[src/rtl/int_rx_alu_loader_pkg.sv]
// Shared constants for the UART calculator RX/TX ALU interfaces: ASCII codes,
// ALU opcodes and the RX parser state encoding.
package int_rx_alu_loader_pkg;

  localparam logic [7:0] ASCII_0    = 8'd48;
  localparam logic [7:0] ASCII_9    = 8'd57;
  localparam logic [7:0] ASCII_COMA = 8'h2C;
  localparam logic [7:0] ASCII_CR   = 8'h0D;

  localparam logic [5:0] OP_ADD = 6'b100000;
  localparam logic [5:0] OP_SUB = 6'b100010;
  localparam logic [5:0] OP_AND = 6'b100100;
  localparam logic [5:0] OP_OR  = 6'b100101;
  localparam logic [5:0] OP_XOR = 6'b100110;
  localparam logic [5:0] OP_NOR = 6'b100111;
  localparam logic [5:0] OP_SRL = 6'b000011;
  localparam logic [5:0] OP_SLL = 6'b000010;

  typedef enum logic [2:0] {
    CAMPO_A  = 3'd0,
    CAMPO_B  = 3'd1,
    CAMPO_OP = 3'd2,
    FIN      = 3'd3,
    LISTO    = 3'd4,
    DESCARTE = 3'd5
  } state_t;

endpackage

[src/rtl/int_rx_alu_loader_ascii_op_decode.sv]
// Combinational ASCII operator character to ALU opcode lookup.
module ascii_op_decode
  import int_rx_alu_loader_pkg::*;
(
  input  logic [7:0] i_char,
  output logic       o_valid,
  output logic [5:0] o_opcode
);

  always_comb begin
    o_valid  = 1'b1;
    o_opcode = '0;
    case (i_char)
      8'h2B:   o_opcode = OP_ADD;  // '+'
      8'h2D:   o_opcode = OP_SUB;  // '-'
      8'h26:   o_opcode = OP_AND;  // '&'
      8'h7C:   o_opcode = OP_OR;   // '|'
      8'h5E:   o_opcode = OP_XOR;  // '^'
      8'h7E:   o_opcode = OP_NOR;  // '~'
      8'h72:   o_opcode = OP_SRL;  // 'r'
      8'h6C:   o_opcode = OP_SLL;  // 'l'
      default: o_valid  = 1'b0;
    endcase
  end

endmodule

[src/rtl/int_rx_alu_loader.sv]
// Parses "<A>,<B>,<op>CR" frames popped from the RX FIFO and loads the ALU operands.
// Build option INT_RX_SAT_EN: saturate operand fields above 255 instead of wrapping.
module int_rx_alu_loader
  import int_rx_alu_loader_pkg::*;
#(
  parameter int MAX_DIGITS = 3
) (
  input  logic       CLK,
  input  logic       RESET,
  input  logic       fifo_empty,
  input  logic [7:0] rd_data,
  output logic       RD_FIFO,
  output logic [7:0] DATO_A,
  output logic [7:0] DATO_B,
  output logic [5:0] OPCODE,
  output logic       ejecutar,
  output logic       error,
  output logic [2:0] o_dbg_state
);

  // FIFO handshake: a byte is consumed on the rising edge of any cycle where
  // RD_FIFO is high; rd_data is only looked at while fifo_empty is low.
  localparam logic [1:0] MAX_CNT = 2'(MAX_DIGITS);

  state_t     r_state, w_next;
  logic [9:0] r_acc;
  logic [1:0] r_cnt;
  logic [7:0] r_sh_a, r_sh_b, r_dato_a, r_dato_b;
  logic [5:0] r_sh_op, r_opcode;
  logic       r_error;

  logic       w_avail, w_pop, w_is_digit, w_op_valid;
  logic       w_acc_add, w_acc_clr, w_load_a, w_load_b, w_load_op, w_err, w_commit;
  logic [5:0] w_op_code;
  logic [9:0] w_acc_next;
  logic [7:0] w_field;

  ascii_op_decode u_op_decode (
    .i_char   (rd_data),
    .o_valid  (w_op_valid),
    .o_opcode (w_op_code)
  );

  assign w_avail    = !fifo_empty && !RESET;
  assign w_is_digit = (rd_data >= ASCII_0) && (rd_data <= ASCII_9);
  // Low nibble of '0'..'9' is the digit value.
  assign w_acc_next = r_acc * 10'd10 + {6'd0, rd_data[3:0]};

`ifdef INT_RX_SAT_EN
  assign w_field = (r_acc > 10'd255) ? 8'hFF : r_acc[7:0];
`else
  assign w_field = r_acc[7:0];
`endif

  always_comb begin
    w_next    = r_state;
    w_pop     = 1'b0;
    w_acc_add = 1'b0;
    w_acc_clr = 1'b0;
    w_load_a  = 1'b0;
    w_load_b  = 1'b0;
    w_load_op = 1'b0;
    w_err     = 1'b0;
    w_commit  = 1'b0;
    case (r_state)
      CAMPO_A, CAMPO_B: begin
        if (w_avail) begin
          w_pop = 1'b1;
          if (w_is_digit && (r_cnt < MAX_CNT)) begin
            w_acc_add = 1'b1;
          end else if ((rd_data == ASCII_COMA) && (r_cnt != 2'd0)) begin
            w_acc_clr = 1'b1;
            if (r_state == CAMPO_A) begin
              w_load_a = 1'b1;
              w_next   = CAMPO_B;
            end else begin
              w_load_b = 1'b1;
              w_next   = CAMPO_OP;
            end
          end else begin
            // A CR here already terminates the bad frame, so nothing to skip.
            w_err     = 1'b1;
            w_acc_clr = 1'b1;
            w_next    = (rd_data == ASCII_CR) ? CAMPO_A : DESCARTE;
          end
        end
      end
      CAMPO_OP: begin
        if (w_avail) begin
          w_pop = 1'b1;
          if (w_op_valid) begin
            w_load_op = 1'b1;
            w_next    = FIN;
          end else begin
            w_err  = 1'b1;
            w_next = DESCARTE;
          end
        end
      end
      FIN: begin
        if (w_avail) begin
          w_pop = 1'b1;
          if (rd_data == ASCII_CR) begin
            w_commit = 1'b1;
            w_next   = LISTO;
          end else begin
            w_err  = 1'b1;
            w_next = DESCARTE;
          end
        end
      end
      LISTO: w_next = CAMPO_A;
      DESCARTE: begin
        if (w_avail) begin
          w_pop     = 1'b1;
          w_acc_clr = 1'b1;
          if (rd_data == ASCII_CR) w_next = CAMPO_A;
        end
      end
      default: w_next = CAMPO_A;
    endcase
  end

  always_ff @(posedge CLK or posedge RESET) begin
    if (RESET) begin
      r_state  <= CAMPO_A;
      r_acc    <= '0;
      r_cnt    <= '0;
      r_sh_a   <= '0;
      r_sh_b   <= '0;
      r_sh_op  <= '0;
      r_dato_a <= '0;
      r_dato_b <= '0;
      r_opcode <= '0;
      r_error  <= 1'b0;
    end else begin
      r_state <= w_next;
      r_error <= w_err;
      if (w_acc_clr) begin
        r_acc <= '0;
        r_cnt <= '0;
      end else if (w_acc_add) begin
        r_acc <= w_acc_next;
        r_cnt <= r_cnt + 2'd1;
      end
      if (w_load_a)  r_sh_a  <= w_field;
      if (w_load_b)  r_sh_b  <= w_field;
      if (w_load_op) r_sh_op <= w_op_code;
      // Loaded on the edge into LISTO so the values and ejecutar appear together.
      if (w_commit) begin
        r_dato_a <= r_sh_a;
        r_dato_b <= r_sh_b;
        r_opcode <= r_sh_op;
      end
    end
  end

  assign RD_FIFO     = w_pop;
  assign DATO_A      = r_dato_a;
  assign DATO_B      = r_dato_b;
  assign OPCODE      = r_opcode;
  assign ejecutar    = (r_state == LISTO);
  assign error       = r_error;
  assign o_dbg_state = r_state;

endmodule

[config.mk]
export PLATFORM = sky130hd
export DESIGN_NAME = int_rx_alu_loader
export DESIGN_NICKNAME = d
export VERILOG_FILES = /design/src/rtl/int_rx_alu_loader_pkg.sv /design/src/rtl/int_rx_alu_loader_ascii_op_decode.sv /design/src/rtl/int_rx_alu_loader.sv
export SDC_FILE = /design/constraint.sdc
export NUM_CORES = 1
export LEC_CHECK = 0
export CORE_UTILIZATION = 59
export CTS_CLUSTER_SIZE = 12
export DETAILED_ROUTE_END_ITERATION = 10
export PLACE_DENSITY = 0.93
export SETUP_SLACK_MARGIN = 0.2
export SLEW_MARGIN = 0
export SYNTH_ARGS = -nofsm -noshare
export SYNTH_HDL_FRONTEND = slang
export SYNTH_HIERARCHICAL = 1
export SYNTH_SLANG_ARGS = --single-unit
[constraint.sdc]
create_clock -name CLK -period 5.2 [get_ports CLK]
set_clock_uncertainty 0.2 [all_clocks]
set_input_delay 0.78 -clock CLK [delete_from_list [all_inputs] [get_ports CLK]]
set_output_delay 0.78 -clock CLK [all_outputs]
set_load 0.05 [all_outputs]
After elaboration in Yosys (flattened, before gate mapping)
Index checks and enable logic that the tools add are counted.
{ "totals": {"word_cells": 100, "output_inout_bits": 28, "ff_bits": 60} }
{ "classes": {"muxes": 50, "n_addsub": 2, "reduce_logical": 13, "mul": 1, "eq_ne": 21, "n_lt_le_gt_ge": 3} }
{ "op_table": {"columns": ["operator", "n"], "rows": [
  ["$pmux 6 s8", 1],
  ["$eq 8x7->1 const B", 5],
  ["$eq 8x6->1 const B", 4],
  ["$mux 1", 32],
  ["$mux 3", 9],
  ["$mux 10", 2],
  ["$ne 2x2->1 const B", 6],
  ["$pmux 3 s4", 1],
  ["$add 10x4->10", 1],
  ["$mul 10x3->9 const B", 1],
  ["$eq 8x4->1 const B", 1],
  ["$ge 8x6->1 const B", 1],
  ["$le 8x6->1 const B", 1],
  ["$reduce_or 8->1", 1],
  ["$eq 3x2->1 const B", 2],
  ["$eq 3x3->1 const B", 2],
  ["$mux 2", 3],
  ["$reduce_and 6->1", 1],
  ["$reduce_or 5->1", 1],
  ["$logic_and 1x1->1", 4],
  ["$reduce_bool 2->1", 2],
  ["$eq 3x1->1 const B", 1],
  ["$logic_not 3->1", 1],
  ["$pmux 1 s3", 1],
  ["5 further kinds", 6]
]} }

Depth between registers and ports, before layout
{ "depth": {"ltp_word": 8, "mapped_depth": 9, "mapped_depth_nobuf": 9} }

Hierarchy
The synthesis kept the hierarchy.
{ "by_module_without_submodules": {"columns": ["module", "instances", "seq_area_each_um2", "area_per_inst_um2", "cells_per_inst"], "rows": [
  ["int_rx_alu_loader", 1, 1451.4, 2725.1, 208],
  ["ascii_op_decode", 1, 0.0, 216.5, 32]
]} }

Worst setup path before layout
No wires, ideal clock.
{ "synth_path": {"path_kind": "input port to output port", "start": "input port RESET", "end": "output port RD_FIFO", "cell_stages": 3, "arrival_time_ps": 1968, "path_slack_ps": 2252, "path_buffers": 1, "path_cell_list": "or2_2 > clkbuf_1 > a21oi_1"} }
{ "synth_between": {"elab_chain_len": 4} }
{ "synth_rtl": {"columns": ["element", "line_no", "source"], "rows": [
  ["start, declared", "int_rx_alu_loader.sv:9", "input logic RESET,"],
  ["$logic_not 1->1 (no source line)", null, null],
  ["$logic_and 1x1->1", "int_rx_alu_loader.sv:44", "assign w_avail = !fifo_empty && !RESET;"],
  ["$mux 1 (2 in series)", null, null],
  ["end, declared", "int_rx_alu_loader.sv:12", "output logic RD_FIFO,"]
]} }
Every way passes these cells.

Worst setup path after layout
Same ends and word-level chain as after synthesis.

==> run summary <==
leading cell types in the layout, fill and taps excluded = sky130_fd_sc_hd__dfrtp_1 (58), sky130_fd_sc_hd__mux2_2 (43), sky130_fd_sc_hd__clkdlybuf4s50_1 (38)
grt met1 use = 30.15%
detailed-router iteration count before antenna repair = 4
crit path max-delay cell type = sky130_fd_sc_hd__clkdlybuf4s50_1
endpoint of the worst hold path = DATO_B[3]
multi-input logic area = 1384 sq um
list of cells traversed by the critical path = clkdlybuf4s50_1 > or2_2 > a21oi_1 > clkdlybuf4s50_1
Setup violations, final = 0
vertical die dimension = 72.61 um
largest vdd supply drop = 0.3766 mV
outcome = completed
All-Layer GR Usage = 23.33%
Num Clock Sinks = 58
max cap viols = 0
antenna violations before repair = 0
CTS tree = yes
total congestion overflow = 0
die footprint = 5272 sq um
count of fill cells added during filler insertion = 325
cell area after synthesis = 2942 sq um
clock buffer count from CTS = 9
post-layout utilization of the core = 75.08%
number of hold buffers added after cts = 0
WS Path Type = in2out
# nets final = 305
post-route ant nets = 0
Fmax = 283.0 MHz
startpoint type of the worst setup path = input pin
startpoint of the worst-slack reg-to-reg timing path = r_acc[1]
Global Route met3 Usage = 6.215%
Worst EP required = 4220 ps
sum of negative setup slack = 0 ps
leading cell type in the layout, fill and taps excluded = sky130_fd_sc_hd__dfrtp_1
Detailed Route Iter0 Violations = 108
main area contributors after synthesis = sky130_fd_sc_hd__dfrtp_1 (49%), sky130_fd_sc_hd__mux2_2 (16%), sky130_fd_sc_hd__ha_1 (5.1%), sky130_fd_sc_hd__xnor2_1 (3.0%), sky130_fd_sc_hd__nand2_1 (2.0%)
Netlist cell types = 48
final RePlAce weighted congestion = 0.9010
relative area change from synthesis to final layout = 21.35%
maximum fanout along the worst path = 7
buffer type at the clock tree root = sky130_fd_sc_hd__clkbuf_8
instance count of the mapped netlist = 240
Ant. Diodes = 0
count of final max-slew check failures = 0
commonest register cell after synthesis = sky130_fd_sc_hd__dfrtp_1
endpoint kind of the worst setup timing path = primary output
horizontal die dimension = 72.61 um
count of yosys warnings during synthesis = 6
slack of the worst reg-to-reg path = 2420 ps
measured slew at the worst slew-check pin = 1030 ps
worst stage delay on the critical path = 810 ps
Core Region = 4755 sq um
Setup Buffers After CTS = 0
number of input and output port buffers inserted = 38
clock latency on the worst-skew pair = 340 ps
start point of the critical path = RESET
starting density of the core = 61.87%
H-tree level count = 3
worst max-slew margin expressed relative to the limit = 31.34%
most prevalent standard cell on the critical path = sky130_fd_sc_hd__clkdlybuf4s50_1
number of global-route vias before repair = 1918
hold depth = 1
peak-usage layer in the global routing report = met2
average detailed-routed wire length per instance = 15.13 um
pin count of the biggest net entering global routing = 59
I/O pin count = 39
CTS max path bufs = 2
clock-pin slew reported for the worst setup and hold paths after clock tree synthesis = 70 ps
Synth Register Bits = 58
DRC violation count after routing = 0
standby leakage power = 1.668 nW
count of standard-cell rows = 25
endpoint of the worst-slack reg-to-reg timing path = r_acc[7]
combined flip-flop and latch cell area = 1451 sq um
via count normalized by instance count = 5.580
unrepaired setup endpoints after global routing = no
Hold/Removal Path Class = reg2reg
count of cells along the worst register-to-register path = 9
proportion of register bits with asynchronous set or reset after synthesis = 100.0%
total via count in the routed design = 1964
met2 layer usage reported by global route = 36.76%
first-pass GRT wire length = 9.011 mm
count of instances resized after the clock tree is built = 0
part of the Yosys area used for sequential elements = 49.34%
average footprint of a synthesized cell = 12.26 sq um
number of hold violations in the final report = 0
library cell with the largest summed area after synthesis = sky130_fd_sc_hd__dfrtp_1
detailed-route wire length = 5.325 mm
ratio of total power to cell area = 306.6 nW/um^2
number of enable flip-flop cells after synthesis = 0
final worst-path cycle share = 67.96%
Hold Startpoint = DATO_B[3]
share of cells above drive strength 1 = 23.86%
worst endpoint data arrival time = 2550 ps
sum of net half-perimeters after detailed placement = 3.395 mm
fin crit period = 3534 ps
area share of the leading cell type in the synthesized netlist = 49.34%
[stage by stage]
step | cell area (sq um) | setup WS, ps | cells | hold slack, ps | power, mW
floorplan | 2945 | 2252 | 241 | 260.2 | 0.5876
global placement | 3341 | 1406 | 336 | 269.7 | 0.6209
detailed placement | 3341 | 1317 | 336 | 275.5 | 0.6220
CTS | 3570 | 1672 | 352 | 290.4 | 1.101
global route | 3570 | 1424 | 352 | 299.7 | 1.132
finish | 3570 | 1666 | 352 | 288.1 | 1.094
[power breakdown]
group | switching (mW) | internal, mW | leakage, nW
clock network | 0.181 | 0.296 | 0.117
logic | 0.0869 | 0.0476 | 0.748
registers | 0.0225 | 0.460 | 0.804
total | 0.291 | 0.804 | 1.67
[how the worst max path moves through the flow]
stage / end / cells after the start
after floorplan: RD_FIFO / 3
after global placement: DATO_A[2] / 6
after detailed placement: DATO_A[0] / 6
after CTS: DATO_A[0] / 6
after global routing: OPCODE[0] / 6
final: RD_FIFO / 4
[state kept, by name (all words and copies together) (netlist names)]
signal	count
DATO_A	8
DATO_B	8
OPCODE	6
error	1
o_dbg_state	3
r_acc	8
r_cnt	2
r_sh_a	8
r_sh_b	8
r_sh_op	6
[cell families after synthesis]
family                     count (synthesis)  share of synthesized area (%)
muxes                                     44                          16.84
DFF                                       58                          49.34
adders and majority gates                 14                          6.465
AOI/OAI and AO/OA                         35                          7.954
other                                      1                         0.1275
buffers and inverters                     20                          3.743
and+or+nand+nor                           58                          12.55
xor gates and xnor gates                  10                          2.977
[cell type report]
cell class | count | share of cell area, %
flip-flops and latches | 58 | 40.66
multi-input cells | 163 | 38.77
repair buffers | 39 | 10.87
clock buffers | 12 | 4.346
well taps | 67 | 2.348
clock inverters | 4 | 2.068
inverters | 9 | 0.9464
[cells in the mapped netlist, drive strengths merged, types with 5 or more instances]
| cell | count |
|---|---|
| a22o | 5 |
| xnor2 | 10 |
| buf | 8 |
| nand2 | 16 |
| mux2 | 44 |
| dfrtp | 58 |
| o21ai | 9 |
| ha | 12 |
| nor2 | 7 |
| a21oi | 10 |
| inv | 9 |
[critical path, delay by kind of cell]
kind | cells | cell delay [ps]
buf+inv | 2 | 1260
compound gates | 1 | 130
simple gates | 1 | 380
[metal layers]
metal / share of wire [%] / up-vias / routed length [um]
met5: 0 / - / 0
met1: 46 / 956 / 2461
met4: 1.2 / 0 / 63
met3: 4.2 / 7 / 226
met2: 48 / 50 / 2573
li1: - / 951 / -
Power figures use the tool's default switching activity.
